**src/rtl/psw_conditioner_pkg.sv**
```systemverilog
// rtl/psw_conditioner_pkg.sv - shared push-button timing and index constants
package psw_conditioner_pkg;

  // Timing at the 1 kHz board clock
  localparam int DEBOUNCE_CYC_1K = 20;
  localparam int LONG_CYC_1K     = 1000;

  // Button roles, shared with the stopwatch control logic
  localparam int PSW_START = 3;
  localparam int PSW_STOP  = 2;
  localparam int PSW_CLEAR = 1;
  localparam int PSW_SPARE = 0;

endpackage

```
**src/rtl/psw_debounce_ch.sv**
```systemverilog
// rtl/psw_debounce_ch.sv - one button channel: sync, debounce, press and long-press pulses
module psw_debounce_ch
  import psw_conditioner_pkg::*;
#(
  parameter bit ACTIVE_LOW   = 1'b0,
  parameter int DEBOUNCE_CYC = DEBOUNCE_CYC_1K,
  parameter int LONG_CYC     = LONG_CYC_1K,
  parameter int DB_W         = 5,
  parameter int LONG_W       = 10
) (
  input  logic clk_i,
  input  logic rst_i,
  input  logic raw_i,
  output logic level_o,
  output logic pulse_o,
  output logic long_o
);

  logic              sync1_q, sync1_d;
  logic              sync2_q, sync2_d;
  logic              stable_q, stable_d;
  logic [DB_W-1:0]   db_cnt_q, db_cnt_d;
  logic [LONG_W-1:0] hold_q, hold_d;
  logic              pulse_q, pulse_d;
  logic              long_q, long_d;
  logic              accept;

  // Next-state: polarity fix into the synchroniser, debounce count, hold count
  always_comb begin
    sync1_d  = raw_i ^ ACTIVE_LOW;
    sync2_d  = sync1_q;
    accept   = (sync2_q != stable_q) && (db_cnt_q == DB_W'(DEBOUNCE_CYC - 1));
    stable_d = stable_q;
    db_cnt_d = '0;
    if (accept) begin
      stable_d = sync2_q;
    end else if (sync2_q != stable_q) begin
      db_cnt_d = db_cnt_q + DB_W'(1);
    end
    // Press pulse only on an accepted rising change of the stable level
    pulse_d = accept & sync2_q;
    hold_d  = '0;
    if (stable_q) begin
      hold_d = (hold_q == LONG_W'(LONG_CYC)) ? hold_q : hold_q + LONG_W'(1);
    end
    // Fires on the single edge where the saturating hold count reaches LONG_CYC
    long_d = stable_q && (hold_q == LONG_W'(LONG_CYC - 1));
  end

  // State register with synchronous active-high reset discarding all progress
  always_ff @(posedge clk_i) begin
    if (rst_i) begin
      sync1_q  <= 1'b0;
      sync2_q  <= 1'b0;
      stable_q <= 1'b0;
      db_cnt_q <= '0;
      hold_q   <= '0;
      pulse_q  <= 1'b0;
      long_q   <= 1'b0;
    end else begin
      sync1_q  <= sync1_d;
      sync2_q  <= sync2_d;
      stable_q <= stable_d;
      db_cnt_q <= db_cnt_d;
      hold_q   <= hold_d;
      pulse_q  <= pulse_d;
      long_q   <= long_d;
    end
  end

  assign level_o = stable_q;
  assign pulse_o = pulse_q;
  assign long_o  = long_q;

endmodule

```
**src/rtl/psw_conditioner.sv**
```systemverilog
// rtl/psw_conditioner.sv - N_BTN independent push-button conditioning channels
module psw_conditioner
  import psw_conditioner_pkg::*;
#(
  parameter int N_BTN        = 4,
  parameter bit ACTIVE_LOW   = 1'b0,
  parameter int DEBOUNCE_CYC = DEBOUNCE_CYC_1K,
  parameter int LONG_CYC     = LONG_CYC_1K,
  parameter int DB_W         = 5,
  parameter int LONG_W       = 10
) (
  input  logic             CLK,
  input  logic             RST,
  input  logic [N_BTN-1:0] PSW_RAW,
  output logic [N_BTN-1:0] PSW_LEVEL,
  output logic [N_BTN-1:0] PSW_PULSE,
  output logic [N_BTN-1:0] PSW_LONG
);

  // Channels share nothing but clock and reset; no priority between buttons
  for (genvar g = 0; g < N_BTN; g++) begin : g_ch
    psw_debounce_ch #(
      .ACTIVE_LOW  (ACTIVE_LOW),
      .DEBOUNCE_CYC(DEBOUNCE_CYC),
      .LONG_CYC    (LONG_CYC),
      .DB_W        (DB_W),
      .LONG_W      (LONG_W)
    ) u_ch (
      .clk_i  (CLK),
      .rst_i  (RST),
      .raw_i  (PSW_RAW[g]),
      .level_o(PSW_LEVEL[g]),
      .pulse_o(PSW_PULSE[g]),
      .long_o (PSW_LONG[g])
    );
  end

endmodule

```
**config.mk**
```make
export PLATFORM = sky130hd
export DESIGN_NAME = psw_conditioner
export DESIGN_NICKNAME = d
export VERILOG_FILES = /design/src/rtl/psw_conditioner_pkg.sv /design/src/rtl/psw_debounce_ch.sv /design/src/rtl/psw_conditioner.sv
export SDC_FILE = /design/constraint.sdc
export NUM_CORES = 1
export LEC_CHECK = 0
export CAP_MARGIN = 30
export CORE_UTILIZATION = 45
export CTS_BUF_LIST = sky130_fd_sc_hd__clkbuf_4 sky130_fd_sc_hd__clkbuf_8
export DETAILED_ROUTE_END_ITERATION = 16
export PLACE_DENSITY = 0.67
export SLEW_MARGIN = 20
export SYNTH_ARGS = -nofsm -noshare
export SYNTH_HDL_FRONTEND = slang
export SYNTH_SLANG_ARGS = --single-unit
```
**constraint.sdc**
```tcl
create_clock -name CLK -period 1.7 [get_ports CLK]
set_clock_uncertainty 0.05 [all_clocks]
set_input_delay 0.34 -clock CLK [delete_from_list [all_inputs] [get_ports CLK]]
set_output_delay 0.34 -clock CLK [all_outputs]
set_load 0.1 [all_outputs]
```
# After elaboration in Yosys (flattened, before gate mapping)

Cells that the tools add are included.

Register bits after elaboration: 80
Logic and storage cells: 80
Output and inout port bits: 12
Input port bits: 6

Add/subtract/negate cells: 8
Reductions and logical operators: 16
Bitwise gates (word level): 12
Equal/unequal tests: 16

Operator list:

| operator                                                        | count |
|---|---|
| 10-bit equality test, second input constant                     | 8 |
| 10-bit by 1-bit adder with 10-bit output, second input constant | 4 |
| 5-bit by 1-bit adder with 5-bit output, second input constant   | 4 |
| 5-bit equality test, second input constant                      | 4 |
| 3-bit OR reduction                                              | 4 |
| 1-bit logical AND                                               | 8 |
| 1-bit inverter                                                  | 8 |
| 2-bit OR reduction                                              | 4 |
| 1-bit AND                                                       | 4 |
| 1-bit inequality test                                           | 4 |

# Depth between registers and ports, before layout

Gate-level depths: netlist of the first run.

Depth in word-level cells: 3
Depth in mapped cells: 5
Depth with buffers taken out: 5

# Cells and area by module

A second synthesis of the first run with hierarchy kept.

Cells, all modules: 380
Area, all modules: 3558.4 sq um

Modules (own cells, without submodules):

| module          | instances | area each (sq um) | cells each | sequential area each (sq um) |
|---|---|---|---|---|
| psw_debounce_ch | 4         | 889.6             | 95         | 400.4 |

# Worst setup path before layout of the first run

No wires, ideal clock.

Path type: register to register
Start point: register g_ch[2].u_ch.hold_q[0]
End point: register g_ch[2].u_ch.hold_q[6]
Data required time: 1.580 ns
Period minus slack after synthesis: 1.276 ns
Setup slack: 0.424 ns
Setup time: 0.070 ns
Path buffers: 0
Data arrival time: 1.156 ns
Cell stages (with the launch flop): 5
Cell sequence: dfxtp_1 > ha_1 > nand4_1 > or3_1 > a21oi_1

Cells in the longest elaborated chain, start to end: 1
Elaborated cells between the ends (all ways): 2
Those cells by class: add/sub (1); eq/ne (1)

RTL lines:

| element                                                                                 | line                  | source |
|---|---|---|
| start, declared                                                                         | psw_debounce_ch.sv:23 | `logic [LONG_W-1:0] hold_q, hold_d;` |
| start signal, assigned                                                                  | psw_debounce_ch.sv:65 | `hold_q <= hold_d;` |
| 10-bit by 1-bit adder with 10-bit output / 10-bit equality test (equally long branches) | psw_debounce_ch.sv:44 | `hold_d = (hold_q == LONG_W'(LONG_CYC)) ? hold_q : hold_q + LONG_W'(1);` |

Parallel ways exist; a longest one is shown, timed or not.
A chain may end at the register's enable or synchronous reset.

# Final worst setup path of the first run

Start point: register g_ch[2].u_ch.hold_q[0]
End point: register g_ch[2].u_ch.hold_q[8]

The elaborated chain is that of the path after synthesis.

==> results of run 1 <==
==> cell type report <==
cell class	instances	area [um^2]	share of cell area [%]
sequential	80	1600	38.2
clock buffer	14	186	4.44
multi-input combinational	272	1790	42.7
tap	102	128	3.04
inverter	23	86.3	2.06
clock inverter	2	35.0	0.835
timing repair buffer	27	365	8.71
==> report_power, final <==
part	switching, mW	total, mW	internal, mW
combinational	0.0203	0.0494	0.0291
sequential	0.00625	1.89	1.88
clock	0.638	1.49	0.854
==> state kept, by name, summed over array words and instances, names as in the netlist <==
signal              cells
g_ch.u_ch.hold_q       40
g_ch.u_ch.db_cnt_q     20
g_ch.u_ch.level_o       4
g_ch.u_ch.long_o        4
g_ch.u_ch.pulse_o       4
g_ch.u_ch.sync1_q       4
g_ch.u_ch.sync2_q       4
==> Yosys cell counts, drive strengths merged, types with 8 or more instances <==
| library cell | count | share of area [%] |
|---|---|---|
| o31ai | 11 | 2.3 |
| buf | 12 | 2.5 |
| nand2 | 14 | 1.9 |
| or4 | 8 | 1.7 |
| or3 | 10 | 1.7 |
| nor3 | 11 | 1.5 |
| inv | 23 | 2.4 |
| nand4 | 8 | 1.4 |
| dfxtp | 80 | 45 |
| o21ai | 18 | 2.5 |
| nand3b | 8 | 1.7 |
| ha | 12 | 4.2 |
| nand2b | 12 | 2.1 |
| nor2b | 21 | 3.7 |
| a21oi | 26 | 3.6 |
| nor2 | 28 | 2.9 |
| xor2 | 15 | 3.7 |
| nand3 | 18 | 2.8 |
==> per-stage QoR <==
| stage | hold slack (ns) | cells |
|---|---|---|
| 2_1_floorplan | 0.364 | 394 |
| 3_3_place_gp | 0.376 | 504 |
| 3_5_place_dp | 0.381 | 504 |
| 4_1_cts | 0.399 | 520 |
| 5_1_grt | 0.418 | 520 |
| 6_report | 0.395 | 520 |
==> worst max-delay path, cell delays in order, from the launching register on <==
cell and delay, ns:
dfxtp_1 0.42, ha_1 0.28, nand4_1 0.17, or3_1 0.34, a21oi_1 0.14
==> logic make-up after synthesis <==
| family | Yosys count | synth area share (%) |
|---|---|---|
| fa+ha+maj | 12 | 4.17 |
| xor+xnor | 20 | 4.87 |
| simple gates | 166 | 27.9 |
| flops | 80 | 44.5 |
| buf+inv | 42 | 5.63 |
| mux | 5 | 1.39 |
| compound gates | 69 | 11.5 |
==> layout by cell type, fill, tap and decap left out, types with 4 or more instances in the layout <==
cell type,Yosys,final
nand4b_1,7,7
xor2_1,15,15
buf_4,12,10
xnor2_1,5,5
nand2b_1,12,12
nor2b_1,21,21
nand3b_1,8,8
inv_1,23,23
nor3_1,11,11
nor4_1,6,6
nand3_1,16,16
clkbuf_8,0,13
nand4_1,8,8
or3_1,10,10
nor2_1,28,28
dfxtp_1,80,80
clkdlybuf4s50_1,0,5
o21a_1,6,6
mux2i_1,5,5
nand4bb_1,4,4
a21oi_1,26,26
nand2_2,4,4
o31ai_1,11,11
or4_1,8,8
o21ai_0,18,18
o31a_1,6,6
ha_1,12,12
nand2_1,9,9
buf_12,0,12
and3b_1,4,4
==> final timing paths <==
kind / start / endpoint / cells past startpoint
hold / removal: g_ch[0].u_ch.sync1_q / g_ch[0].u_ch.sync2_q / 1
setup / recovery: g_ch[2].u_ch.hold_q[0] / g_ch[2].u_ch.hold_q[8] / 4
hold reg to reg: g_ch[0].u_ch.sync1_q / g_ch[0].u_ch.sync2_q / 1
setup reg to reg: g_ch[2].u_ch.hold_q[0] / g_ch[2].u_ch.hold_q[8] / 4
==> per-layer routing <==
metal	share of wire, %	routed length, um	vias to the layer above	GRT usage [%]
met4	2.0	119	0	8.47
met3	2.3	137	10	3.35
met5	0	0	-	0
li1	-	-	1419	-
met2	46	2740	29	25.1
met1	50	3030	1268	20.5
==> impl_metrics.toml, run 1 <==
[clocking]
clock_latency_ns = 0.34
h-tree-depth = 3
cts_tree = "done"
post_cts_buffers = 0
cts_buffers = 9
cts_root_buffer = "clkbuf_8"
clock_sinks = 80
clk_pin_slew_ns = 0.08
postCtsHoldBufs = 0
cts_resized = 0
clk_path_buf_depth = 2

[timing]
hold_viol_final = 0
relSlewSlack_pct = 69.2
rsz0062_at_grt = "no"
fin_tns_setup_ns = 0
setup_ws_ns = 0.225
max_freq_mhz = 678
tightestPinTransition_ns = 0.458
period_needed_ns = 1.47
post-route-period-util_pct = 86.8
slew_violations = 0
finalSetupViolCount = 0

[synthesis]
ys.flop_type = "dfxtp_1"
async_flop_share_pct = 0
syn-mean-instance-area_um2 = 9.13
syn_nets = 412
yosysWarnings = 0
synth_edf_count = 0
seq_area_frac_synth_pct = 44.5
synthCells = 394
synth_cell_types = 38
ys_ff_latch = 80
netlist_area_mm2 = 0.00360

[power_and_ir_drop]
power.leakage_nw = 1.41
ir_drop_v = 0.000455
power.density_mw_per_mm2 = 818
report.power.total_mw = 3.43

[grt]
first_global_vias = 2549
grt_remaining_overflow = 0
grt_antenna_before_repair = 0
grt_pass1_wl_um = 10900
grt_max_degree = 13
grt_usage_pct = 16.0

[worst_setup_path]
cp-end-kind = "flip-flop"
reg2reg_slack_ns = 0.23
required_ns = 1.92
cp.arrival_ns = 1.70
crit_path_start_kind = "flip-flop"
criticalPathCategory = "flip-flop to flip-flop"
crit_fanout = 6

[route]
drt_wl_total_um = 6030
wl_per_cell_um = 11.6
drt_iter0_markers = 78
ant_nets = 0
via_count = 2726
viasPerCell = 5.24
dr.pass1.iters = 4
drc = 0

[floorplanning]
io_pins = 18
die_area_mm2 = 0.00835
row_count = 32
core_area_mm2 = 0.00773
die_y_um = 91.4
fp.dieW_um = 91.4
start_util_pct = 46.6

[placed_design]
routabilityCongestion = 0.783
post-place-ws_ns = 0.0553
portBuffers = 17
dpl_cell_area_mm2 = 0.00397
dp_hpwl_um = 4360

[cells_and_area]
postLayoutCoreUtil_pct = 54.3
drive_gt1_share_pct = 11.0
fillCellCount = 692
antenna_cells = 0
nNetsFinal = 431
design_area_mm2 = 0.00420
area_growth_pct = 16.6

[worst_hold_path]
min_path_type = "flip-flop to flip-flop"

[status]
status = "finished clean"

[job]
max-cap-violations = 0
Note: power is estimated with default switching activity, not from simulation.
==> run 2, diff against run 1 <==
CTS_CLUSTER_DIAMETER = 80   (was default)
==> results of run 2 <==
No change in the layout: final DEF, timing and power equal those of run 1.
==> run 3, diff against run 2 <==
CELL_PAD_IN_SITES_DETAIL_PLACEMENT = 1   (was default)
CELL_PAD_IN_SITES_GLOBAL_PLACEMENT = 2   (was default)
CORE_UTILIZATION = 39   (was 45)
PLACE_DENSITY = 0.85   (was 0.67)
SKIP_LAST_GASP = 1   (was default)
==> impl_metrics.toml, run 3 (same netlist as run 1, synthesis figures left out) <==
[timing]
max_freq_mhz = 667
tightestPinTransition_ns = 0.430
hold_viol_final = 0
rsz0062_at_grt = "no"
slew_violations = 0
period_needed_ns = 1.50
finalSetupViolCount = 0
relSlewSlack_pct = 71.1
post-route-period-util_pct = 88.1

[cells_and_area]
drive_gt1_share_pct = 11.2
fin_cells = 527
postLayoutCoreUtil_pct = 47.7
area_growth_pct = 16.7
antenna_cells = 0
reg_top3 = "g_ch.u_ch.hold_q: 40 flops, g_ch.u_ch.db_cnt_q: 20 flops"
regArea_mm2 = 0.00160
mostFrequentLayoutCell = "dfxtp_1"
regMostFlops = "g_ch.u_ch.hold_q"
multiInputGateArea_mm2 = 0.00179
largest_reg_flops = 40
final_cell_mix = "dfxtp_1, nor2_1, a21oi_1, inv_1, nor2b_1"
fillCellCount = 1013
nNetsFinal = 432

[route]
via_count = 2764
drt_iter0_markers = 63
viasPerCell = 5.24
ant_nets = 0
wl_per_cell_um = 13.2
dr.pass1.iters = 4
drt_wl_total_um = 6950
drc = 0

[grt]
grt_antenna_before_repair = 0
grt_pass1_wl_um = 12500
grt_remaining_overflow = 0
first_global_vias = 2759
grt_max_degree = 21
grt_usage_pct = 15.9

[floorplanning]
core_area_mm2 = 0.00881
die_y_um = 98.0
fp.dieW_um = 98.0
row_count = 34
die_area_mm2 = 0.00961
start_util_pct = 40.8
io_pins = 18

[clocking]
post_cts_buffers = 0
clk_path_buf_depth = 2
cts_root_buffer = "clkbuf_8"
cts_resized = 0
cts_tree = "done"
clock_latency_ns = 0.34
clk_pin_slew_ns = 0.09
clock_sinks = 80
h-tree-depth = 3
cts_buffers = 9
postCtsHoldBufs = 0

[job]
max-cap-violations = 0

[placed_design]
portBuffers = 17
dp.cells = 511
routabilityCongestion = 0.702
dp_hpwl_um = 5120

[worst_hold_path]
hp-start = "g_ch[2].u_ch.sync1_q"
min_path_type = "flip-flop to flip-flop"
hold_depth = 1

[worst_setup_path]
cp.arrival_ns = 1.73
required_ns = 1.93
crit_path_start_kind = "flip-flop"
r2r_start = "g_ch[0].u_ch.hold_q[1]"
r2r_cells = 4
crit_fanout = 5
cp-end-kind = "flip-flop"
critPathLaunch = "g_ch[0].u_ch.hold_q[1]"
criticalPathCategory = "flip-flop to flip-flop"

[power_and_ir_drop]
power.leakage_nw = 1.39
power.density_mw_per_mm2 = 794
ir_drop_v = 0.000368

[status]
status = "finished clean"
## run 3: cell types whose count changed in the layout (fill, tap and decap cells not counted)
| cell | delta |
|---|---|
| clkbuf_8 | -4 |
| buf_12 | +1 |
| clkbuf_4 | +1 |
| clkinvlp_4 | +3 |
## run 3: cell type report
type | count | area share [%]
multi-input cells | 272 | 42.7
flip-flops and latches | 80 | 38.2
repair buffers | 28 | 9.18
clock buffers | 11 | 3.31
well taps | 108 | 3.22
inverters | 23 | 2.06
clock inverters | 5 | 1.37
## run 3: worst max-delay path, cell delays in order (launching register included)
cell     delay (ns)
dfxtp_1        0.41
ha_1           0.27
nand4_1        0.21
or3_1          0.36
a21oi_1        0.14
## run 3: final timing paths
kind                                  to  slack (ns)
setup / recovery  g_ch[0].u_ch.hold_q[6]        0.20
hold reg to reg     g_ch[2].u_ch.sync2_q        0.39
setup reg to reg  g_ch[0].u_ch.hold_q[6]        0.20
hold / removal      g_ch[2].u_ch.sync2_q        0.39
## run 3: layer usage
| metal | vias up | track usage [%] | wire (um) |
|---|---|---|---|
| met3 | 8 | 2.86 | 149 |
| met1 | 1312 | 21.3 | 3530 |
| met2 | 24 | 25.2 | 3170 |
| met5 | - | 0 | 0 |
| met4 | 0 | 6.99 | 92 |
| li1 | 1420 | - | - |
## run 3: report_power, final
| part | switching [mW] | internal (mW) |
|---|---|---|
| logic | 0.0226 | 0.0296 |
| registers | 0.00595 | 1.88 |
| clock network | 0.681 | 0.709 |
## run 3: through the flow
step                hold WS (ns)  power (mW)  worst slack (ns)  setup TNS [ns]  area (um^2)
finish                     0.393        3.33             0.201               0         4200
global route               0.422        3.46            0.0263               0         4200
detailed placement         0.379        1.99         -0.000684       -0.000684         4000
floorplan                  0.364        1.96             0.424               0         3600
global placement           0.371        1.98            0.0326               0         4000
CTS                        0.398        3.39             0.186               0         4200
